==> config.mk <==
export PLATFORM = sky130hd
export DESIGN_NAME = classifier_channel_scheduler
export DESIGN_NICKNAME = d
export VERILOG_FILES = /design/src/rtl/seg_pkg.sv /design/src/rtl/lowest_set_from.sv /design/src/rtl/classifier_channel_scheduler.sv
export SDC_FILE = /design/constraint.sdc
export NUM_CORES = 1
export LEC_CHECK = 0
export CAP_MARGIN = 20
export CORE_UTILIZATION = 52
export CTS_CLUSTER_DIAMETER = 80
export DETAILED_ROUTE_END_ITERATION = 7
export DONT_BUFFER_PORTS = 1
export GPL_TIMING_DRIVEN = 0
export PLACE_DENSITY = 0.67
export SYNTH_ARGS = -nofsm -noshare
export SYNTH_HDL_FRONTEND = slang
export SYNTH_SLANG_ARGS = --single-unit
==> constraint.sdc <==
create_clock -name clk -period 4.8 [get_ports clk]
set_clock_uncertainty 0.15 [all_clocks]
set_input_delay 0.24 -clock clk [delete_from_list [all_inputs] [get_ports clk]]
set_output_delay 0.24 -clock clk [all_outputs]
set_load 0.1 [all_outputs]
==> src/rtl/seg_pkg.sv <==
`default_nettype none
// ============================================================================
// seg_pkg
//   Event codes and scheduler state encoding shared by the classifier blocks.
//   Revision: 1.0
// ============================================================================
package seg_pkg;

  localparam logic [1:0] EVENT_C = 2'd0;
  localparam logic [1:0] EVENT_B = 2'd1;
  localparam logic [1:0] EVENT_A = 2'd2;

  typedef enum logic [1:0] {
    ST_IDLE  = 2'd0,
    ST_SCAN  = 2'd1,
    ST_ISSUE = 2'd2,
    ST_DONE  = 2'd3
  } sched_state_t;

endpackage
`default_nettype wire

==> src/rtl/lowest_set_from.sv <==
`default_nettype none
// ============================================================================
// lowest_set_from
//   Combinational priority finder: lowest set bit of vec at index >= from.
//   Revision: 1.0
// ============================================================================
module lowest_set_from #(
  parameter int N     = 4,
  parameter int IDX_W = 2
) (
  input  logic [N-1:0]     vec,
  input  logic [IDX_W:0]   from,
  output logic [IDX_W-1:0] idx,
  output logic             found
);

  localparam int FROM_W = IDX_W + 1;

  // Scan downward so the last match written is the lowest qualifying index.
  always_comb begin
    idx   = '0;
    found = 1'b0;
    for (int i = N - 1; i >= 0; i--) begin
      if (vec[i] && (FROM_W'(i) >= from)) begin
        idx   = i[IDX_W-1:0];
        found = 1'b1;
      end
    end
  end

endmodule
`default_nettype wire

==> src/rtl/classifier_channel_scheduler.sv <==
`default_nettype none
// ============================================================================
// classifier_channel_scheduler
//   Sweeps enabled channels through one shared classifier core per sample tick.
//   Revision: 1.0
// ============================================================================
module classifier_channel_scheduler #(
  parameter int NUM_CH      = 4,
  parameter int CH_W        = 2,
  parameter int ACK_TIMEOUT = 15
) (
  input  logic                  clk,
  input  logic                  reset,
  input  logic                  sample_tick,
  input  logic [NUM_CH-1:0]     det_in,
  input  logic [NUM_CH-1:0]     ch_en,
  output logic                  core_req,
  output logic [CH_W-1:0]       core_ch,
  output logic                  core_det,
  input  logic                  core_ack,
  input  logic [1:0]            core_event,
  output logic [2*NUM_CH-1:0]   event_vec,
  output logic                  event_valid,
  output logic                  busy,
  output logic [NUM_CH-1:0]     fault_vec,
  output logic [7:0]            overrun_cnt
);

  import seg_pkg::*;

  localparam logic [7:0]    c_timeout_last = 8'(ACK_TIMEOUT - 1);
  localparam logic [CH_W:0] c_ptr_step     = {{CH_W{1'b0}}, 1'b1};

  sched_state_t        r_state;
  logic [NUM_CH-1:0]   r_det_q;
  logic [NUM_CH-1:0]   r_en_q;
  logic [CH_W:0]       r_ptr;
  logic [7:0]          r_wait_cnt;
  logic [2*NUM_CH-1:0] r_slots;
  logic [CH_W-1:0]     w_next_ch;
  logic                w_found;
  logic [1:0]          w_code;

  // The pointer is one bit wider than a channel index so it can step past the last channel.
  lowest_set_from #(
    .N     (NUM_CH),
    .IDX_W (CH_W)
  ) u_finder (
    .vec   (r_en_q),
    .from  (r_ptr),
    .idx   (w_next_ch),
    .found (w_found)
  );

  assign w_code = (core_event == 2'd3) ? EVENT_C : core_event;

  always_ff @(posedge clk or posedge reset) begin
    if (reset) begin
      r_state     <= ST_IDLE;
      r_det_q     <= '0;
      r_en_q      <= '0;
      r_ptr       <= '0;
      r_wait_cnt  <= '0;
      r_slots     <= '0;
      core_req    <= 1'b0;
      core_ch     <= '0;
      core_det    <= 1'b0;
      event_vec   <= '0;
      event_valid <= 1'b0;
      busy        <= 1'b0;
      fault_vec   <= '0;
      overrun_cnt <= '0;
    end else begin
      event_valid <= 1'b0;
      if (sample_tick && (r_state != ST_IDLE) && (overrun_cnt != 8'hFF)) begin
        overrun_cnt <= overrun_cnt + 8'd1;
      end

      case (r_state)
        ST_IDLE: begin
          if (sample_tick) begin
            r_det_q <= det_in;
            r_en_q  <= ch_en;
            r_slots <= '0;
            r_ptr   <= '0;
            busy    <= 1'b1;
            r_state <= ST_SCAN;
          end
        end

        ST_SCAN: begin
          if (w_found) begin
            core_ch    <= w_next_ch;
            core_det   <= r_det_q[w_next_ch];
            core_req   <= 1'b1;
            r_wait_cnt <= '0;
            r_state    <= ST_ISSUE;
          end else begin
            r_state <= ST_DONE;
          end
        end

        ST_ISSUE: begin
          // An ack in the final wait cycle still wins over the timeout.
          if (core_ack || (r_wait_cnt == c_timeout_last)) begin
            r_slots[{core_ch, 1'b0} +: 2] <= core_ack ? w_code : EVENT_C;
            if (!core_ack) begin
              fault_vec[core_ch] <= 1'b1;
            end
            r_ptr    <= {1'b0, core_ch} + c_ptr_step;
            core_req <= 1'b0;
            r_state  <= ST_SCAN;
          end else begin
            r_wait_cnt <= r_wait_cnt + 8'd1;
          end
        end

        ST_DONE: begin
          event_vec   <= r_slots;
          event_valid <= 1'b1;
          busy        <= 1'b0;
          r_state     <= ST_IDLE;
        end

        default: begin
          r_state <= ST_IDLE;
        end
      endcase
    end
  end

endmodule
`default_nettype wire
* Word level (Yosys, flattened, before mapping)
Cells that the tools add are included.
** Word-level totals
- Flip-flop bits (word level) :: 55
- Input bits :: 14
- Output and inout bits :: 26
- Logic and storage cells :: 94
** Operators by class
- Add/sub/neg operators :: 4
- Order comparisons :: 7
- Equal/unequal tests :: 10
- Shift operators :: 2
- Multiplexer cells :: 34
- Bitwise logic cells :: 2
- Reduce and logical (&&, ||, !) cells :: 21
** Operator list (count)
- two-way mux 8 bit :: 4
- case mux 8 bit (2 select lines) :: 2
- adder 8 x 1 -> 8 bit, second input constant :: 2
- two-way mux 2 bit :: 8
- AND reduction 3 bit :: 4
- two-way mux 1 bit :: 11
- bitwise mux 8 bit :: 1
- == test 8 x 4 -> 1 bit, second input constant :: 1
- inequality test 8 bit, second input constant :: 1
- case mux 2 bit (4 select lines) :: 1
- AND reduction 2 bit :: 4
- nonzero test 2 bit :: 4
- variable shift 2 x 5 -> 8 bit, first input constant :: 1
- variable part select 2 x 5 -> 8 bit :: 1
- logical AND 1 bit :: 7
- == test 2 bit, second input constant :: 3
- greater-or-equal comparator 1 x 3 -> 1 bit, first input constant :: 2
- greater-or-equal comparator 2 x 3 -> 1 bit, first input constant :: 2
- < comparator 2 x 3 -> 1 bit, second input constant :: 2
- two-way mux 3 bit :: 2
- inequality test 2 bit, second input constant :: 3
- case mux 3 bit (2 select lines) :: 1
- negation 3 -> 5 bit :: 1
- bitwise OR 4 bit :: 1
- 10 further kinds :: 11

* Longest topological paths before layout
Gate-level depths: netlist (run 1).
- Depth after elaboration :: 8
- Gate-level depth with buffers :: 7

* Hierarchy
Synthesis (run 1) repeated with hierarchy kept, for this count alone.
** Second synthesis, totals
- Cell total of the unflattened synthesis :: 214
- Area total of the unflattened synthesis :: 2590.0 um^2
** Modules (own cells, without submodules)
- classifier_channel_scheduler :: times used 1, cells an instance 203, area each 2522.4 um^2, seq. area each 1376.3 um^2
- lowest_set_from :: times used 1, cells an instance 11, area each 67.6 um^2, seq. area each 0.0 um^2

* Least setup slack after synthesis (run 1)
No wires, ideal clock.
- Kind :: reg-to-reg
- Start :: register core_ch[0]
- End :: register r_slots[7]
- Setup time :: 0.065 ns
- Data arrival time :: 2.243 ns
- Data required time :: 4.585 ns
- Path slack :: 2.342 ns
- Stages on the path, launching flop included :: 5
- Buffers on the path :: 0
- Cell sequence :: dfrtp_1 -> inv_1 -> ha_1 -> or4_1 -> a2bb2o_1
** On the way
- Cells in the longest elaborated chain, start to end :: 5
** RTL lines
- from (decl) :: line classifier_channel_scheduler.sv:18 : output logic [CH_W-1:0] core_ch,
- from (signal assigned) :: line classifier_channel_scheduler.sv:93 : core_ch <= w_next_ch;
- negation 3 -> 5 bit (*) :: line classifier_channel_scheduler.sv:106 : r_slots[{core_ch, 1'b0} +: 2] <= core_ack ? w_code : EVENT_C;
- variable part select 2 x 5 -> 8 bit or variable shift 2 x 5 -> 8 bit (tied branches) :: line classifier_channel_scheduler.sv:106
- bitwise mux 8 bit (*) :: line classifier_channel_scheduler.sv:106
- two-way mux 8 bit (*) :: line classifier_channel_scheduler.sv:105 : if (core_ack || (r_wait_cnt == c_timeout_last)) begin
- case mux 8 bit (2 select lines) (*) :: line classifier_channel_scheduler.sv:79 : case (r_state)
- to (signal, indexed assignment) :: line classifier_channel_scheduler.sv:106
- to (decl) :: line classifier_channel_scheduler.sv:39 : logic [2*NUM_CH-1:0] r_slots;
Mark *: on every way between the ends. The rest lies on a longest branch, timed or not. The select of a mux whose other input is x is not followed.
A chain may end at the register's enable or synchronous reset.

* Final worst setup path (run 1)
Same ends and word-level chain as after synthesis.

==> results.cfg, run 1 <==
[layout]
synthToLayoutAreaGrowth_pct = 12.61
antenna_cells = 0
layout_commonest_cell = dfrtp_1
final_cell_mix = 55 x dfrtp_1, 17 x o21ai_0, 17 x mux2_2
final_layout_size_suffix_gt1_share_pct = 14.62
nets = 285
fin_cells = 327
fin_util_pct = 62.42

[clocking]
cts_tree = yes
clockBufferDepth = 2
post_cts_buffers = 0
postCtsHoldBufs = 13
cts_resized = 0
clk_latency_ps = 300
cts.sinks = 55
root_buffer = clkbuf_8
cts.clk_slew.worst_paths_ps = 90
cts_htree_levels = 2
cts-buffers-inserted = 5

[sta]
fin_crit_ps = 2645
max_freq_ghz = 0.3780
grt_setup_unrepaired = no
fin_ws_ps = 2155
hold_violations = 0
maxSlewHeadroom_pct = 29.88
setup_violations = 0
finalCritPeriodShare_pct = 55.11
tightestPinTransition_ps = 1052
setup_tns_ps = 0
timing.final.max_slew_violations = 0

[logic_synthesis]
synth_fp_nets = 264
synth_area_leader_cell = dfrtp_1
ys_types = 55
synthArstFlopShare_pct = 100.0
synth_seq_cells = 55
syn_avg_cell_area_um2 = 11.17
yosysSeqAreaShare_pct = 51.55
syn_inst = 239
synth_top_area_share_pct = 51.55
synth_edf_count = 0
yosys_warnings = 0
synth-main-ff-cell = dfrtp_1
syn-cell-area_mm2 = 0.002670
synthTopCellsByArea = dfrtp_1 52%, mux2_2 7.2%, ha_1 5.2%, o21ai_0 3.2%, nand2_1 2.2%

[worst_setup_path]
start_kind = register
crit_required_ps = 4890
reg2reg_slack_ps = 2150
critPathSlowestCell = dfrtp_1
path_cells = inv_1, ha_1, or4_1, a2bb2o_1
path_max_fanout = 6
arrival_ps = 2740
end_kind = register
crit_path_max_incr_delay_ps = 1050
setup.worst_path.class = reg2reg
r2r_cells = 4

[global_routing]
grt_pass1_wl_um = 8376
globalRouteTotalUtil_pct = 20.37
grt_start_max_net_pins = 40
globalRoute.totalOverflow = 0
antenna_found_initial = 0
grt_pass1_vias = 1824

[power]
max-vdd-ir-drop_v = 0.0004242
net-switching-power_mw = 1.022
p_per_area_mw_per_mm2 = 672.9
p_total_mw = 2.023
combPwrFrac_pct = 30.1
netSwitchingFraction_pct = 50.51
p_int_mw = 1.001
seqPwrFrac_pct = 55.6
p_leak_nw = 1.362
p_clk_share_pct = 14.3

[place]
dp_cells = 307
dp_hpwl_um = 3670
dpl_worst_slack_ps = 2176
place.gp.congestion = 0.7651
portBuffers = 0

[min_path]
hold_class = in2reg
hold_depth = 2

[drt]
first_iter_violations = 68
via_per_inst = 5.682
routed_wl_um = 5069
drt_first_pass_iters = 4
antenna_left = 0
wl_per_cell_um = 15.50
drc = 0
vias = 1858

[floorplanning]
coreArea_mm2 = 0.004817
ios = 40
initial_utilization_pct = 55.43
rows = 25
fp.dieArea_mm2 = 0.005425
fp.dieH_um = 73.66
die_w_um = 73.66

[status]
outcome = finished clean

[run]
drv_cap = 0
-- per-layer routing --
layer,share of wire [%],global-route usage [%],vias up
li1,-,-,912
met2,46,31.70,39
met4,1.0,5.128,0
met5,0,0,-
met3,3.8,4.390,5
met1,49,29.02,902
-- worst paths after layout --
check	from	to
worst max-delay path	core_ch[0]$_DFFE_PP0P_	r_slots[7]$_DFFE_PP0P_
worst min-delay path	core_ack	r_slots[5]$_DFFE_PP0P_
worst max register to register	core_ch[0]$_DFFE_PP0P_	r_slots[7]$_DFFE_PP0P_
worst min register to register	r_slots[1]$_DFFE_PP0P_	r_slots[1]$_DFFE_PP0P_
max in group asynchronous	reset	fault_vec[3]$_DFFE_PP0P_
min in group asynchronous	reset	event_valid$_DFF_PP0_
-- power groups by stage --
stage | combinational [mW] | sequential (mW) | clock, mW
finish | 0.609 | 1.13 | 0.288
global placement | 0.593 | 1.13 | 0
CTS | 0.615 | 1.13 | 0.298
detailed placement | 0.605 | 1.14 | 0
floorplan | 0.493 | 1.10 | 0
global route | 0.684 | 1.15 | 0.314
-- metrics by stage --
stage,cell area [um2],hold slack (ps)
after floorplan,2670,240.6
after global placement,2754,241.1
after detailed placement,2774,-20.89
after CTS,3007,6.523
after global routing,3007,24.90
final,3007,17.88
-- worst max-delay path: cells and delay by family, from the launching register on --
family                   cells  cell delay (ps)
flip-flops                   1             1050
adder cells (fa/ha/maj)      1              340
AND/OR/NAND/NOR              1              570
buffers and inverters        1              230
AO/OA/AOI/OAI                1              260
-- cells by family after synthesis --
kind of cell | share of synthesized area, %
compound gates | 17.43
simple gates | 13.17
flops | 51.55
mux | 8.528
buf+inv | 2.530
fa+ha+maj | 5.155
xor+xnor | 1.640
-- area by class of cell --
type                            count  area, um2
Sequential cell                    55       1376
Multi-Input combinational cell    167       1226
Inverter                           12      45.04
Timing Repair Buffer               14      150.1
Tap cell                           67      83.83
Buffer                              5      22.52
Fill cell                         409       1810
Clock inverter                      1      30.03
Clock buffer                        6      72.57
-- sequential cells by signal (all words and copies together) (netlist names), 3 cells and up --
register,flops
r_en_q,4
r_slots,8
event_vec,8
r_ptr,3
r_det_q,4
fault_vec,4
r_wait_cnt,8
overrun_cnt,8
-- cell usage after synthesis (all sizes together), types with 3 or more instances --
cell      n
a21o      5
a21oi    12
a31oi     3
and2      3
and3      4
clkbuf    4
dfrtp    55
ha       11
inv      12
mux2     19
nand2    16
nand2b    4
nand3     5
nand4     5
nor2     12
o21ai    18
o2bb2ai   5
o31ai     7
xnor2     3
Note: power is estimated with default switching activity, not from simulation.
==> run 2: changes to the inputs <==
- PLACE_DENSITY: 0.67 -> 0.7
- clock period: 4.8 -> 2.2 ns (I/O delays scaled with it)
==> results.cfg, run 2 (synthesis gave the netlist of run 1 again) <==
[status]
outcome = finished clean

[layout]
nets = 286
synthToLayoutAreaGrowth_pct = 13.07
antenna_cells = 0
final_layout_size_suffix_gt1_share_pct = 18.70
final_cell_mix = 47 x dfrtp_1, 17 x o21ai_0, 17 x mux2_2
fin_util_pct = 62.68
layout_commonest_cell = dfrtp_1
fin_cells = 329
fin_area_mm2 = 0.003019

[drt]
drt_first_pass_iters = 4
drc = 0
vias = 1904
first_iter_violations = 101
wl_per_cell_um = 16.22
wl_met1_um = 2519
route.met2.wl_um = 2492
routed_wl_um = 5336
via_per_inst = 5.787
routed.top_layer = met4
antenna_left = 0
met3RoutedLength_um = 269

[place]
place.gp.congestion = 0.7840
dpl_worst_slack_ps = -113.0
portBuffers = 0
placed_area_mm2 = 0.002780
dp_hpwl_um = 3624
dp_cells = 307

[floorplanning]
rows = 25
die_w_um = 73.66
initial_utilization_pct = 55.43
ios = 40
fp.dieArea_mm2 = 0.005425
fp.dieH_um = 73.66
coreArea_mm2 = 0.004817

[worst_setup_path]
path_max_fanout = 6
setup.worst_path.class = reg2reg
end_kind = register
start_kind = register
crit_required_ps = 2300
arrival_ps = 2230

[run]
drv_cap = 0

[global_routing]
grt_start_max_net_pins = 44
grt_pass1_vias = 1816
globalRouteTotalUtil_pct = 21.38
globalRoute.totalOverflow = 0
grt_pass1_wl_um = 8694
antenna_found_initial = 0

[power]
p_leak_nw = 1.345
p_total_mw = 4.394
p_per_area_mw_per_mm2 = 1455
max-vdd-ir-drop_v = 0.0009019

[sta]
maxSlewHeadroom_pct = 34.85
grt_setup_unrepaired = no
timing.final.max_slew_violations = 0
finalCritPeriodShare_pct = 96.95
tightestPinTransition_ps = 977.3
fin_crit_ps = 2133
hold_violations = 0
setup_violations = 0
fin_ws_ps = 67.13
max_freq_ghz = 0.4689

[clocking]
root_buffer = clkbuf_8
clk_latency_ps = 310
cts_tree = yes
cts.sinks = 55
cts.clk_slew.worst_paths_ps = 100
clockBufferDepth = 2
cts_htree_levels = 2
cts-buffers-inserted = 5
post_cts_buffers = 0

[min_path]
hold_class = in2reg
## run 2: cell type report
class / count / area (um2)
Clock buffer: 7 / 76.32
Inverter: 12 / 45.04
Timing Repair Buffer: 15 / 160.2
Tap cell: 67 / 83.83
Sequential cell: 55 / 1391
Fill cell: 404 / 1798
Buffer: 5 / 23.77
Clock inverter: 1 / 7.507
Multi-Input combinational cell: 167 / 1231
## run 2: path summary, 6_finish.rpt
path / start / endpoint / slack, ps / depth (start not counted)
hold reg to reg: r_slots[0]$_DFFE_PP0P_ / r_slots[0]$_DFFE_PP0P_ / 340 / 1
hold / removal: sample_tick / overrun_cnt[0]$_DFFE_PP0P_ / 6 / 3
setup / recovery: core_ch[0]$_DFFE_PP0P_ / r_slots[7]$_DFFE_PP0P_ / 70 / 4
max in group asynchronous: reset / core_ch[1]$_DFFE_PP0P_ / 1320 / 3
setup reg to reg: core_ch[0]$_DFFE_PP0P_ / r_slots[7]$_DFFE_PP0P_ / 70 / 4
min in group asynchronous: reset / r_wait_cnt[3]$_DFFE_PP0P_ / 50 / 2
## run 2: stage by stage
stage,hold WS [ps],setup TNS (ps)
5_1_grt,22.74,0
3_5_place_dp,-189.1,-552.1
4_1_cts,4.497,0
3_3_place_gp,111.1,-1201
2_1_floorplan,110.6,0
6_report,6.175,0
## run 2: report_power, final
| group | internal, mW | switching (mW) |
|---|---|---|
| Combinational | 0.617 | 0.748 |
| Clock | 0.226 | 0.318 |
| Sequential | 1.27 | 1.21 |
## run 2: critical path, stage by stage, from the launching register on
cell      delay, ps
dfrtp_4         660
inv_1           150
ha_2            260
or4_1           570
a2bb2o_1        270
## run 2: per-layer routing
metal | track usage (%) | up-vias
met1 | 30.14 | 932
met2 | 33.13 | 44
met3 | 5.075 | 6
met5 | 0 | -
li1 | - | 922
met4 | 5.769 | 0
## run 2: repair_timing
item                       in CTS  in global routing
pin swaps                       0                  0
hold buffers                   14                  0
setup endpoints to repair      11                  8
resized for setup               5                  4
hold endpoints to repair       68                  0
